<file path="src/rtl/audio_sdm_output_pkg.sv">
// Shared constants and helpers for the audio output path.
//   SAMPLE_W       : PCM sample width
//   DEFAULT_RELOAD : sample period in clocks after reset (shared with the controller)
//   MIN_PERIOD     : shortest sample period the timer will run
//   sample_t       : one PCM sample
package audio_pkg;

    localparam int unsigned SAMPLE_W       = 16;
    localparam logic [31:0] DEFAULT_RELOAD = 32'd4536;
    localparam logic [31:0] MIN_PERIOD     = 32'd2;

    typedef logic [15:0] sample_t;

    localparam sample_t SIGN_BIT = 16'h8000;

    // Reload values below MIN_PERIOD would make the request strobe
    // continuous, so they are raised to MIN_PERIOD.
    function automatic logic [31:0] clamp_period(input logic [31:0] reload);
        return (reload < MIN_PERIOD) ? MIN_PERIOD : reload;
    endfunction

    // Signed two's-complement PCM to offset binary (0x8000 = silence).
    function automatic sample_t pcm_to_offset(input sample_t s);
        return s ^ SIGN_BIT;
    endfunction

endpackage

</file>
<file path="src/rtl/audio_sdm_output_if.sv">
// Link between the audio controller and the sigma-delta output back-end.
//   reload : sample period in clocks   (controller -> back-end)
//   sample : current FIFO head, PCM    (controller -> back-end)
//   busy   : low one cycle per period to request a FIFO read (back-end -> controller)
interface audio_sdm_output_if;
    import audio_pkg::*;

    logic [31:0] reload;
    sample_t     sample;
    logic        busy;

    modport master (output reload, output sample, input busy);
    modport slave  (input reload, input sample, output busy);

endinterface

</file>
<file path="src/rtl/audio_sdm_output_sdm.sv">
// First-order sigma-delta modulator.
//   i_clock : system clock
//   i_reset : synchronous, active-high reset
//   i_level : offset-binary level; duty cycle of o_bit is i_level / 2**W
//   o_bit   : carry of the accumulator, registered
module audio_sdm
    import audio_pkg::*;
#(
    parameter int unsigned W = 16
) (
    input  logic         i_clock,
    input  logic         i_reset,
    input  logic [W-1:0] i_level,
    output logic         o_bit
);

    logic [W-1:0] acc_q;
    logic [W-1:0] acc_d;
    logic         carry_q;
    logic         carry_d;

    always_comb begin
        {carry_d, acc_d} = {1'b0, acc_q} + {1'b0, i_level};
    end

    always_ff @(posedge i_clock) begin
        if (i_reset) begin
            acc_q   <= '0;
            carry_q <= 1'b0;
        end else begin
            acc_q   <= acc_d;
            carry_q <= carry_d;
        end
    end

    assign o_bit = carry_q;

endmodule

</file>
<file path="src/rtl/audio_sdm_output.sv">
// Audio output back-end: sample-rate timer, FIFO read request, sample
// capture and 1-bit sigma-delta DAC drive.
//   i_clock : system clock (only clock)
//   i_reset : synchronous, active-high reset
//   ctrl    : reload/sample in, busy out (controller link)
//   o_dac   : sigma-delta bitstream to the board pin / RC filter
module audio_sdm_output #(
    parameter int unsigned LATCH_DELAY = 2,
    parameter int unsigned SAMPLE_W    = 16
) (
    input  logic              i_clock,
    input  logic              i_reset,
    audio_sdm_output_if.slave ctrl,
    output logic              o_dac
);
    import audio_pkg::*;

    localparam logic [SAMPLE_W-1:0] SILENCE = {1'b1, {(SAMPLE_W-1){1'b0}}};

    logic [31:0]            cnt_q;
    logic [31:0]            cnt_d;
    logic                   busy_q;
    logic                   busy_d;
    logic [LATCH_DELAY-1:0] req_pipe_q;
    logic [LATCH_DELAY-1:0] req_pipe_d;
    logic [SAMPLE_W-1:0]    level_q;
    logic [SAMPLE_W-1:0]    level_d;
    logic [31:0]            period_m1;
    logic                   tick;

    // '>=' rather than '==' so that shrinking the reload below the current
    // count ends the period on the very next cycle instead of wrapping.
    always_comb begin
        period_m1 = clamp_period(ctrl.reload) - 32'd1;
        tick      = (cnt_q >= period_m1);
        cnt_d     = tick ? '0 : cnt_q + 32'd1;
        busy_d    = ~tick;
    end

    // Request strobe delayed to line up with the FIFO head becoming valid;
    // the oldest stage triggers the capture.
    always_comb begin
        req_pipe_d    = '0;
        req_pipe_d[0] = ~busy_q;
        for (int unsigned i = 1; i < LATCH_DELAY; i++) begin
            req_pipe_d[i] = req_pipe_q[i-1];
        end
        level_d = req_pipe_q[LATCH_DELAY-1] ? pcm_to_offset(ctrl.sample) : level_q;
    end

    always_ff @(posedge i_clock) begin
        if (i_reset) begin
            cnt_q      <= '0;
            busy_q     <= 1'b1;
            req_pipe_q <= '0;
            level_q    <= SILENCE;
        end else begin
            cnt_q      <= cnt_d;
            busy_q     <= busy_d;
            req_pipe_q <= req_pipe_d;
            level_q    <= level_d;
        end
    end

    assign ctrl.busy = busy_q;

    audio_sdm #(
        .W (SAMPLE_W)
    ) u_sdm (
        .i_clock (i_clock),
        .i_reset (i_reset),
        .i_level (level_q),
        .o_bit   (o_dac)
    );

endmodule
</file>
<file path="src/flat_wrapper.sv">
// flat-port wrapper written by rule: the top's interface ports become plain ports
module audio_sdm_output_flat import audio_pkg::*;
#(
    parameter int unsigned LATCH_DELAY = 2,
    parameter int unsigned SAMPLE_W    = 16
)
  (i_clock, i_reset, o_dac, ctrl_reload, ctrl_sample, ctrl_busy);
  audio_sdm_output_if ctrl_i ();
  input  logic i_clock;
  input  logic i_reset;
  output logic o_dac;
  input wire logic [$bits(ctrl_i.reload)-1:0] ctrl_reload;
  input wire logic [$bits(ctrl_i.sample)-1:0] ctrl_sample;
  output wire logic [$bits(ctrl_i.busy)-1:0] ctrl_busy;
  assign ctrl_i.reload = ctrl_reload;
  assign ctrl_i.sample = ctrl_sample;
  assign ctrl_busy = ctrl_i.busy;
  audio_sdm_output #(.LATCH_DELAY(LATCH_DELAY), .SAMPLE_W(SAMPLE_W)) u_core (.i_clock(i_clock), .i_reset(i_reset), .ctrl(ctrl_i), .o_dac(o_dac));
endmodule
</file>
<file path="config.mk">
export PLATFORM = sky130hd
export DESIGN_NAME = audio_sdm_output_flat
export DESIGN_NICKNAME = d
export VERILOG_FILES = /design/src/rtl/audio_sdm_output_pkg.sv /design/src/rtl/audio_sdm_output_if.sv /design/src/rtl/audio_sdm_output_sdm.sv /design/src/rtl/audio_sdm_output.sv /design/src/flat_wrapper.sv
export SDC_FILE = /design/constraint.sdc
export NUM_CORES = 1
export LEC_CHECK = 0
export ABC_AREA = 1
export CORE_MARGIN = 1.5
export CORE_UTILIZATION = 25
export CTS_BUF_LIST = sky130_fd_sc_hd__clkbuf_2
export DETAILED_ROUTE_END_ITERATION = 10
export PLACE_DENSITY = 0.47
export SLEW_MARGIN = 5
export SYNTH_ARGS = -nofsm -noshare
export SYNTH_HDL_FRONTEND = slang
export SYNTH_HIERARCHICAL = 1
export SYNTH_SLANG_ARGS = --single-unit
</file>
<file path="constraint.sdc">
create_clock -name i_clock -period 3.8 [get_ports i_clock]
set_clock_uncertainty 0.1 [all_clocks]
set_input_delay 0.57 -clock i_clock [delete_from_list [all_inputs] [get_ports i_clock]]
set_output_delay 0.57 -clock i_clock [all_outputs]
set_load 0.02 [all_outputs]
</file>
Word level (Yosys, flattened, before mapping):

Cells that the tools add are included.

* reductions and logical operators: 1
* add/subtract/negate cells: 3
* bitwise logic cells: 3
* mux-type cells: 1
* $lt $le $gt $ge: 2

Operator list (number)
* $add A32 B1 Y32 const B: 1
* $ge A32 B32 Y1: 1
* $lt A32 B2 Y1 const B: 1
* $mux W32: 1
* $sub A32 B1 Y32 const B: 1
* $add A16 B16 Y17: 1
* $not A1 Y1: 3
* $reduce_or A2 Y1: 1

* logic and storage cells: 16
* bits in registers: 68
* bits of input ports: 50
* output and inout port bits: 2

Depth between registers and ports, before layout:

Gate-level depths: netlist of run 1.

* depth after elaboration: 5
* mapped depth: 25
* mapped depth without buffers: 24

Modules after synthesis:

The synthesis of run 1 kept the hierarchy.

Modules (own cells, without submodules)
* audio_sdm_output: area an instance 3968.8 µm², times used 1, cells an instance 601, sequential area each 1021.0 µm²
* audio_sdm: area an instance 1378.8 µm², times used 1, cells an instance 221, sequential area each 340.3 µm²

Worst setup path after synthesis of run 1:

OpenSTA, ideal clock, no wires.

* path kind: input to register
* from: in ctrl_reload[5]
* to: reg u_core.busy_q (netlist: u_core/ctrl.busy)
* setup slack: 0.440 ns
* setup time: 0.121 ns
* stages on the path: 23
* data required time: 3.579 ns
* data arrival time: 3.139 ns
* path buffers: 1
* path through: inv_1 nand2_1 nor2_1 nand2_1 nor2_1 nand2_2 nand2_1 ha_1 nand3_1 inv_1 nand2_1 nor2_1 nand4_1 xor2_1 ha_1 nand2_1 o21ai_0 nand2_1 a21oi_1 nor2_1 nand2_2 buf_2 nand2_1

* word-level cells in the longest chain between the ends: 5

RTL lines
* start: declaration: line flat_wrapper.sv:12 `input wire logic [$bits(ctrl_i.reload)-1:0] ctrl_reload;`
* $lt A32 B2 Y1: line audio_sdm_output_pkg.sv:19 `return (reload < MIN_PERIOD) ? MIN_PERIOD : reload;`
* $mux W32 *: line audio_sdm_output_pkg.sv:19
* $sub A32 B1 Y32 *: line audio_sdm_output.sv:34 `period_m1 = clamp_period(ctrl.reload) - 32'd1;`
* $ge A32 B32 Y1 *: line audio_sdm_output.sv:35 `tick = (cnt_q >= period_m1);`
* $not A1 Y1 *: line audio_sdm_output.sv:37 `busy_d = ~tick;`
* end signal: assignment: line audio_sdm_output.sv:59 `busy_q <= busy_d;`
* end: declaration: line audio_sdm_output.sv:22 `logic busy_q;`

Mark *: on every way between the ends. The rest lies on a longest branch, timed or not.
A chain may end at the register's enable or synchronous reset.

Worst setup path after layout of run 1:

* from: in ctrl_reload[25]
* to: reg u_core.cnt_q[0]

* word-level cells in the longest chain between the ends: 5

RTL lines
* $lt A32 B2 Y1: line audio_sdm_output_pkg.sv:19
* $mux W32 *: line audio_sdm_output_pkg.sv:19
* $sub A32 B1 Y32 *: line audio_sdm_output.sv:34
* $ge A32 B32 Y1 *: line audio_sdm_output.sv:35
* $reduce_or A2 Y1 (no source line) *
* end signal: assignment: line audio_sdm_output.sv:58 `cnt_q <= cnt_d;`
* end: declaration: line audio_sdm_output.sv:20 `logic [31:0] cnt_q;`

Marks and branches as above.

==> results.json, run 1 <==
{
  "final_nets": 1049,
  "dieWidth_um": 149,
  "drt_wl_total_um": 14100,
  "worst_pin_slew_ns": 0.597,
  "antenna_found_initial": 0,
  "cp_top_family": "simple AND/OR/NAND/NOR gates",
  "cap_violations": 0,
  "ir_worst_vdd_mv": 0.131,
  "routed_via_density": 4.16,
  "period_needed_ns": 3.51,
  "hold_class": "reg2reg",
  "dr.pass1.iters": 6,
  "drv_slew": 0,
  "antenna_cells": 0,
  "fmaxAchievable_mhz": 285,
  "wl_per_cell_um": 11.5,
  "power_leakage_nw": 3.23,
  "ant_nets": 0,
  "yosys.area.top_type": "dfxtp_1",
  "cp-startpoint": "ctrl_reload[25]",
  "setup_viol": 0,
  "synth_top_area_share_pct": 25.5,
  "syn_nets": 923,
  "grt_max_degree": 22,
  "cts.clk_slew.worst_paths_ns": 0.18,
  "cts_tree": "done",
  "critical_path_class": "in2reg",
  "worstHoldStart": "u_core/req_pipe_q[0]$_SDFF_PP0_",
  "clock_sinks": 68,
  "worstPathRequired_ns": 4.10,
  "port_buffers": 51,
  "endpoint_kind": "register",
  "die_area_sq_mm": 0.0223,
  "synthCells": 822,
  "crit_buf_inv": 3,
  "fill_cells": 2339,
  "grt_pass1_wl_um": 23300,
  "critPathMaxFanout": 21,
  "finalCritPeriodShare_pct": 92.4,
  "start_kind": "input pin",
  "synth_area_sq_mm": 0.00535,
  "htreeDepth": 3,
  "placed_area_sq_mm": 0.00672,
  "yosysSeqAreaShare_pct": 25.5,
  "grt_usage_pct": 13.2,
  "final_cell_mix": "nand2_1 (185), nor2_1 (160), inv_1 (115)",
  "gp_congestion": 0.863,
  "clock_latency_ns": 0.50,
  "gr-total-overflow": 0,
  "arrival_ns": 3.82,
  "max_slew_margin_pct": 60.1,
  "crit_slowest_cell": "clkdlybuf4s50_1",
  "cpPeakStageDelay_ns": 0.42,
  "die_y_um": 149,
  "powerDensity_mw_per_mm2": 210,
  "io_pins": 52,
  "syn_to_final_growth_pct": 28.0,
  "ys_seq_elements": 68,
  "core_area_sq_mm": 0.0210,
  "initial_core_util_pct": 25.4,
  "syn_avg_cell_area_sq_um": 6.51,
  "final-hold-violation-count": 0,
  "grt_pass1_vias": 4981,
  "ys_warn_count": 6,
  "r2r-start": "u_core/level_q[0]$_SDFFE_PP0P_",
  "r2r_setup_slack_ns": 1.85,
  "hpwl_um": 11700,
  "fin_area_sq_mm": 0.00685,
  "cts_inserted_buffers": 9,
  "root_buffer": "clkbuf_2",
  "synthTopCellsByArea": "dfxtp_1 (25%), nand2_1 (13%), ha_1 (12%)",
  "status": "completed",
  "layout-drive-gt1-share_pct": 14.6,
  "mostFrequentLayoutCell": "nand2_1",
  "drt_iter0_drc": 138,
  "setup_tns_ns": 0,
  "cts-hold-fix-buffers": 0,
  "via_count": 5108,
  "cts.path.max_buffers": 2,
  "cp_common_cell": "nand2_1",
  "synth.distinct_cells": 38,
  "rows": 53,
  "drcViolationCount": 0
}
tightest hold or removal path, delay by kind of cell, from the launching register on:
| kind | cells | cell delay [ns] |
|---|---|---|
| buf+inv | 1 | 0.04 |
| simple gates | 1 | 0.03 |
| flops | 1 | 0.34 |
worst paths after layout:
kind / end / depth (start not counted)
max: u_core/cnt_q[0]$_SDFF_PP0_ / 25
min: u_core/req_pipe_q[1]$_SDFF_PP0_ / 2
max reg2reg: u_core/u_sdm/o_bit$_SDFF_PP0_ / 8
min reg2reg: u_core/req_pipe_q[1]$_SDFF_PP0_ / 2
power breakdown:
group          leakage, nW  switching, mW  internal [mW]
registers            0.552         0.0115          0.735
clock network       0.0614          0.261          0.147
logic                 2.61          0.138          0.144
total                 3.23          0.410           1.03
through the flow:
stage                     power, mW  utilization (%)  hold WS, ns  setup WS, ns  cells
after floorplan               0.893                -        0.288         0.440    822
after global placement         1.04             31.9        0.291        -0.340   1211
after detailed placement       1.04             31.9        0.301        -0.409   1211
after CTS                      1.46             32.4        0.324         0.203   1226
after global routing           1.53             32.6        0.340      -0.00741   1227
final                          1.44             32.6        0.322         0.289   1227
cells in the mapped netlist (all sizes together):
cell type    n
clkbuf       2
o21bai       3
or2          2
nor3b        3
xor2        35
nand3b       5
nor2       174
buf          5
dfxtp       68
fa           1
nand2      197
a31oi        1
nand4       17
clkinv       1
o21ai       27
a21oi       31
and2         2
nor4         1
inv        124
xnor2       17
nor3        24
nand3       32
ha          50
kinds of logic (layout without fill, tap and decap cells):
group                      count (synthesis)  after routing  share of synthesized area, %
adders and majority gates                 51             51                          12.1
DFF                                       68             68                          25.5
xor gates and xnor gates                  52             52                          8.52
and+or+nand+nor                          457            457                          38.3
buffers and inverters                    132            262                          9.48
AOI/OAI and AO/OA                         62             62                          6.18
routing by layer:
metal  vias to the layer above  global-route usage [%]  share of wire (%)  routed length (um)
met5                         -                       0                  0                   0
met3                        16                    1.01                1.9                 273
met4                         0                    4.46                1.8                 255
met1                      2195                    17.4                 51                7180
met2                        69                    22.7                 45                6430
li1                       2828                       -                  -                   -
state kept, by name (all words and copies together) (netlist names):
register            count
u_core/req_pipe_q       2
u_core/level_q         16
u_core/u_sdm/o_bit      1
u_core/cnt_q           32
u_core/u_sdm/acc_q     16
u_core/ctrl.busy        1
area by class of cell:
cell class	count	area, sq um	share of cell area (%)
Clock buffer	10	50.0	0.731
Inverter	125	469	6.85
Clock inverter	5	53.8	0.786
Multi-Input combinational cell	622	3500	51.1
Timing Repair Buffer	122	1070	15.6
Sequential cell	68	1360	19.9
Tap cell	275	344	5.03
what timing repair did:
item | in CTS | in global routing
setup buffers | 0 | 1
resized for setup | 0 | 7
endpoints found under the setup margin | 0 | 33
No activity file was read; power rests on OpenSTA's default activity.
==> run 2, diff against run 1 <==
==> constraint.sdc (replaced) <==
create_clock -name i_clock -period 3.8 [get_ports i_clock]
set_clock_uncertainty 0.1 [all_clocks]
set_input_delay 0.38 -clock i_clock [delete_from_list [all_inputs] [get_ports i_clock]]
set_output_delay 0.38 -clock i_clock [all_outputs]
set_load 0.02 [all_outputs]
==> run 2 against run 1 <==
  * Sequential share of layout area rose by 0.12 points
  * Sequential power barely moved
  * Flip-flop and latch count did not move
  * Critical endpoint is now u_core/ctrl.busy$_SDFF_PP1_
  * Largest cell class unchanged
  * Highest routed layer unchanged
==> results.json, run 2 (synthesized netlist as in run 1, its figures left out) <==
{
  "status": "completed",
  "hold_class": "in2reg",
  "gr-total-overflow": 0,
  "ir_worst_vdd_mv": 0.119,
  "multi_input_area_sq_mm": 0.00348,
  "dr.pass1.iters": 4,
  "powerDensity_mw_per_mm2": 215,
  "largest_register_ffs": 32,
  "finalCritPeriodShare_pct": 87.8,
  "top_register": "u_core/cnt_q",
  "worst_pin_slew_ns": 0.610,
  "root_buffer": "clkbuf_2",
  "via_count": 5135,
  "gp_congestion": 0.862,
  "worstPathRequired_ns": 4.12,
  "mostFrequentLayoutCell": "nand2_1",
  "clock_latency_ns": 0.52,
  "cts.path.max_buffers": 2,
  "worstRegToRegCells": 8,
  "final-hold-violation-count": 0,
  "grt_usage_pct": 13.3,
  "critPathMaxFanout": 21,
  "grt_pass1_wl_um": 23500,
  "wl_per_cell_um": 11.4,
  "post-cts-setup-buffers": 0,
  "port_buffers": 51,
  "fmaxAchievable_mhz": 300,
  "cts_inserted_buffers": 9,
  "hpwl_um": 11600,
  "wl_met3_um": 421,
  "ant_nets": 0,
  "grt_max_degree": 22,
  "antenna_cells": 0,
  "htreeDepth": 3,
  "rows": 53,
  "drcViolationCount": 0,
  "min_path_cells": 3,
  "arrival_ns": 3.66,
  "die_y_um": 149,
  "critical_path_class": "in2reg",
  "max_slew_margin_pct": 59.2,
  "final_nets": 1044,
  "dieWidth_um": 149,
  "syn_to_final_growth_pct": 27.3,
  "fill_cells": 2328,
  "layoutNonFillerInstCount": 1223,
  "antenna_found_initial": 0,
  "wl_met2_um": 6170,
  "setup_tns_ns": 0,
  "cts.clk_slew.worst_paths_ns": 0.22,
  "cts_resized": 0,
  "drt_wl_total_um": 13900,
  "cts_tree": "done",
  "start_kind": "input pin",
  "die_area_sq_mm": 0.0223,
  "final_cell_mix": "nand2_1 (186), nor2_1 (163), inv_1 (116)",
  "drt_iter0_drc": 128,
  "routed_via_density": 4.20,
  "cts-hold-fix-buffers": 0,
  "core_area_sq_mm": 0.0210,
  "drv_slew": 0,
  "grt_pass1_vias": 5137,
  "top_layer": "met4",
  "drt-met1-wl_um": 6940,
  "clock_sinks": 68,
  "endpoint_kind": "register",
  "cap_violations": 0,
  "setup_viol": 0,
  "period_needed_ns": 3.34,
  "placedCellCount": 1207,
  "layout-drive-gt1-share_pct": 13.5,
  "io_pins": 52,
  "rsz0062_at_grt": "false",
  "initial_core_util_pct": 25.4,
  "seqCellArea_sq_mm": 0.00136,
  "power_leakage_nw": 3.21,
  "reg.largest.list": "u_core/cnt_q (32), u_core/level_q (16), u_core/u_sdm/acc_q (16)"
}
-- run 2: cell count changes in the layout (fill, tap and decap cells not counted), sizes merged --
| cell | change |
|---|---|
| clkbuf | -1 |
| clkinv | +2 |
| buf | -5 |
| clkinvlp | -1 |
| inv | +1 |
-- run 2: worst paths after layout --
path                                   start                               to  slack, ns
max                          ctrl_reload[27]      u_core/ctrl.busy$_SDFF_PP1_       0.46
min                          ctrl_sample[10]  u_core/level_q[10]$_SDFFE_PP0P_       0.31
max reg2reg   u_core/level_q[0]$_SDFFE_PP0P_    u_core/u_sdm/o_bit$_SDFF_PP0_       1.87
min reg2reg  u_core/req_pipe_q[0]$_SDFF_PP0_  u_core/req_pipe_q[1]$_SDFF_PP0_       0.32
-- run 2: cell type report --
type / count / share of cell area (%)
clock buffers: 9 / 0.662
clock inverters: 7 / 1.12
inverters: 125 / 6.89
multi-input cells: 622 / 51.1
flip-flops and latches: 68 / 20.0
well taps: 275 / 5.06
repair buffers: 117 / 15.1
-- run 2: power by group --
group | total (mW) | leakage, nW | internal [mW] | switching [mW]
Sequential | 0.747 | 0.552 | 0.735 | 0.0116
Combinational | 0.277 | 2.59 | 0.142 | 0.136
Clock | 0.441 | 0.0701 | 0.155 | 0.285
-- run 2: worst max-delay path, cell delays in order --
cell	delay [ns]
clkdlybuf4s50_1	0.42
inv_1	0.09
nand2_1	0.08
nor2_1	0.12
nand2_1	0.08
nor2_2	0.19
nand2_2	0.07
nand2_1	0.09
ha_1	0.17
nand3_1	0.13
nor2_1	0.17
nand3_1	0.18
xor2_1	0.20
ha_1	0.30
nand2_1	0.05
nor2_1	0.11
and2_1	0.17
nand3_1	0.07
nand2_1	0.07
nor2_1	0.03
nand2_1	0.08
nand2_1	0.07
nand2_2	0.11
buf_12	0.17
nand2_1	0.05
-- run 2: metal layers --
| metal | vias up | GRT usage [%] |
|---|---|---|
| met1 | 2179 | 17.3 |
| met5 | - | 0 |
| li1 | 2829 | - |
| met2 | 105 | 22.6 |
| met3 | 22 | 1.50 |
| met4 | 0 | 4.80 |
-- run 2: through the flow --
step	utilization, %	hold WS [ns]	setup WS (ns)	cell area, sq um	power (mW)
after floorplan	-	0.288	0.630	5350	0.893
after detailed placement	31.8	0.296	-0.192	6690	1.04
after CTS	32.4	0.251	0.449	6810	1.49
after global routing	32.4	0.276	0.0382	6810	1.55
final	32.4	0.311	0.463	6810	1.46
after global placement	31.8	0.292	-0.141	6690	1.04
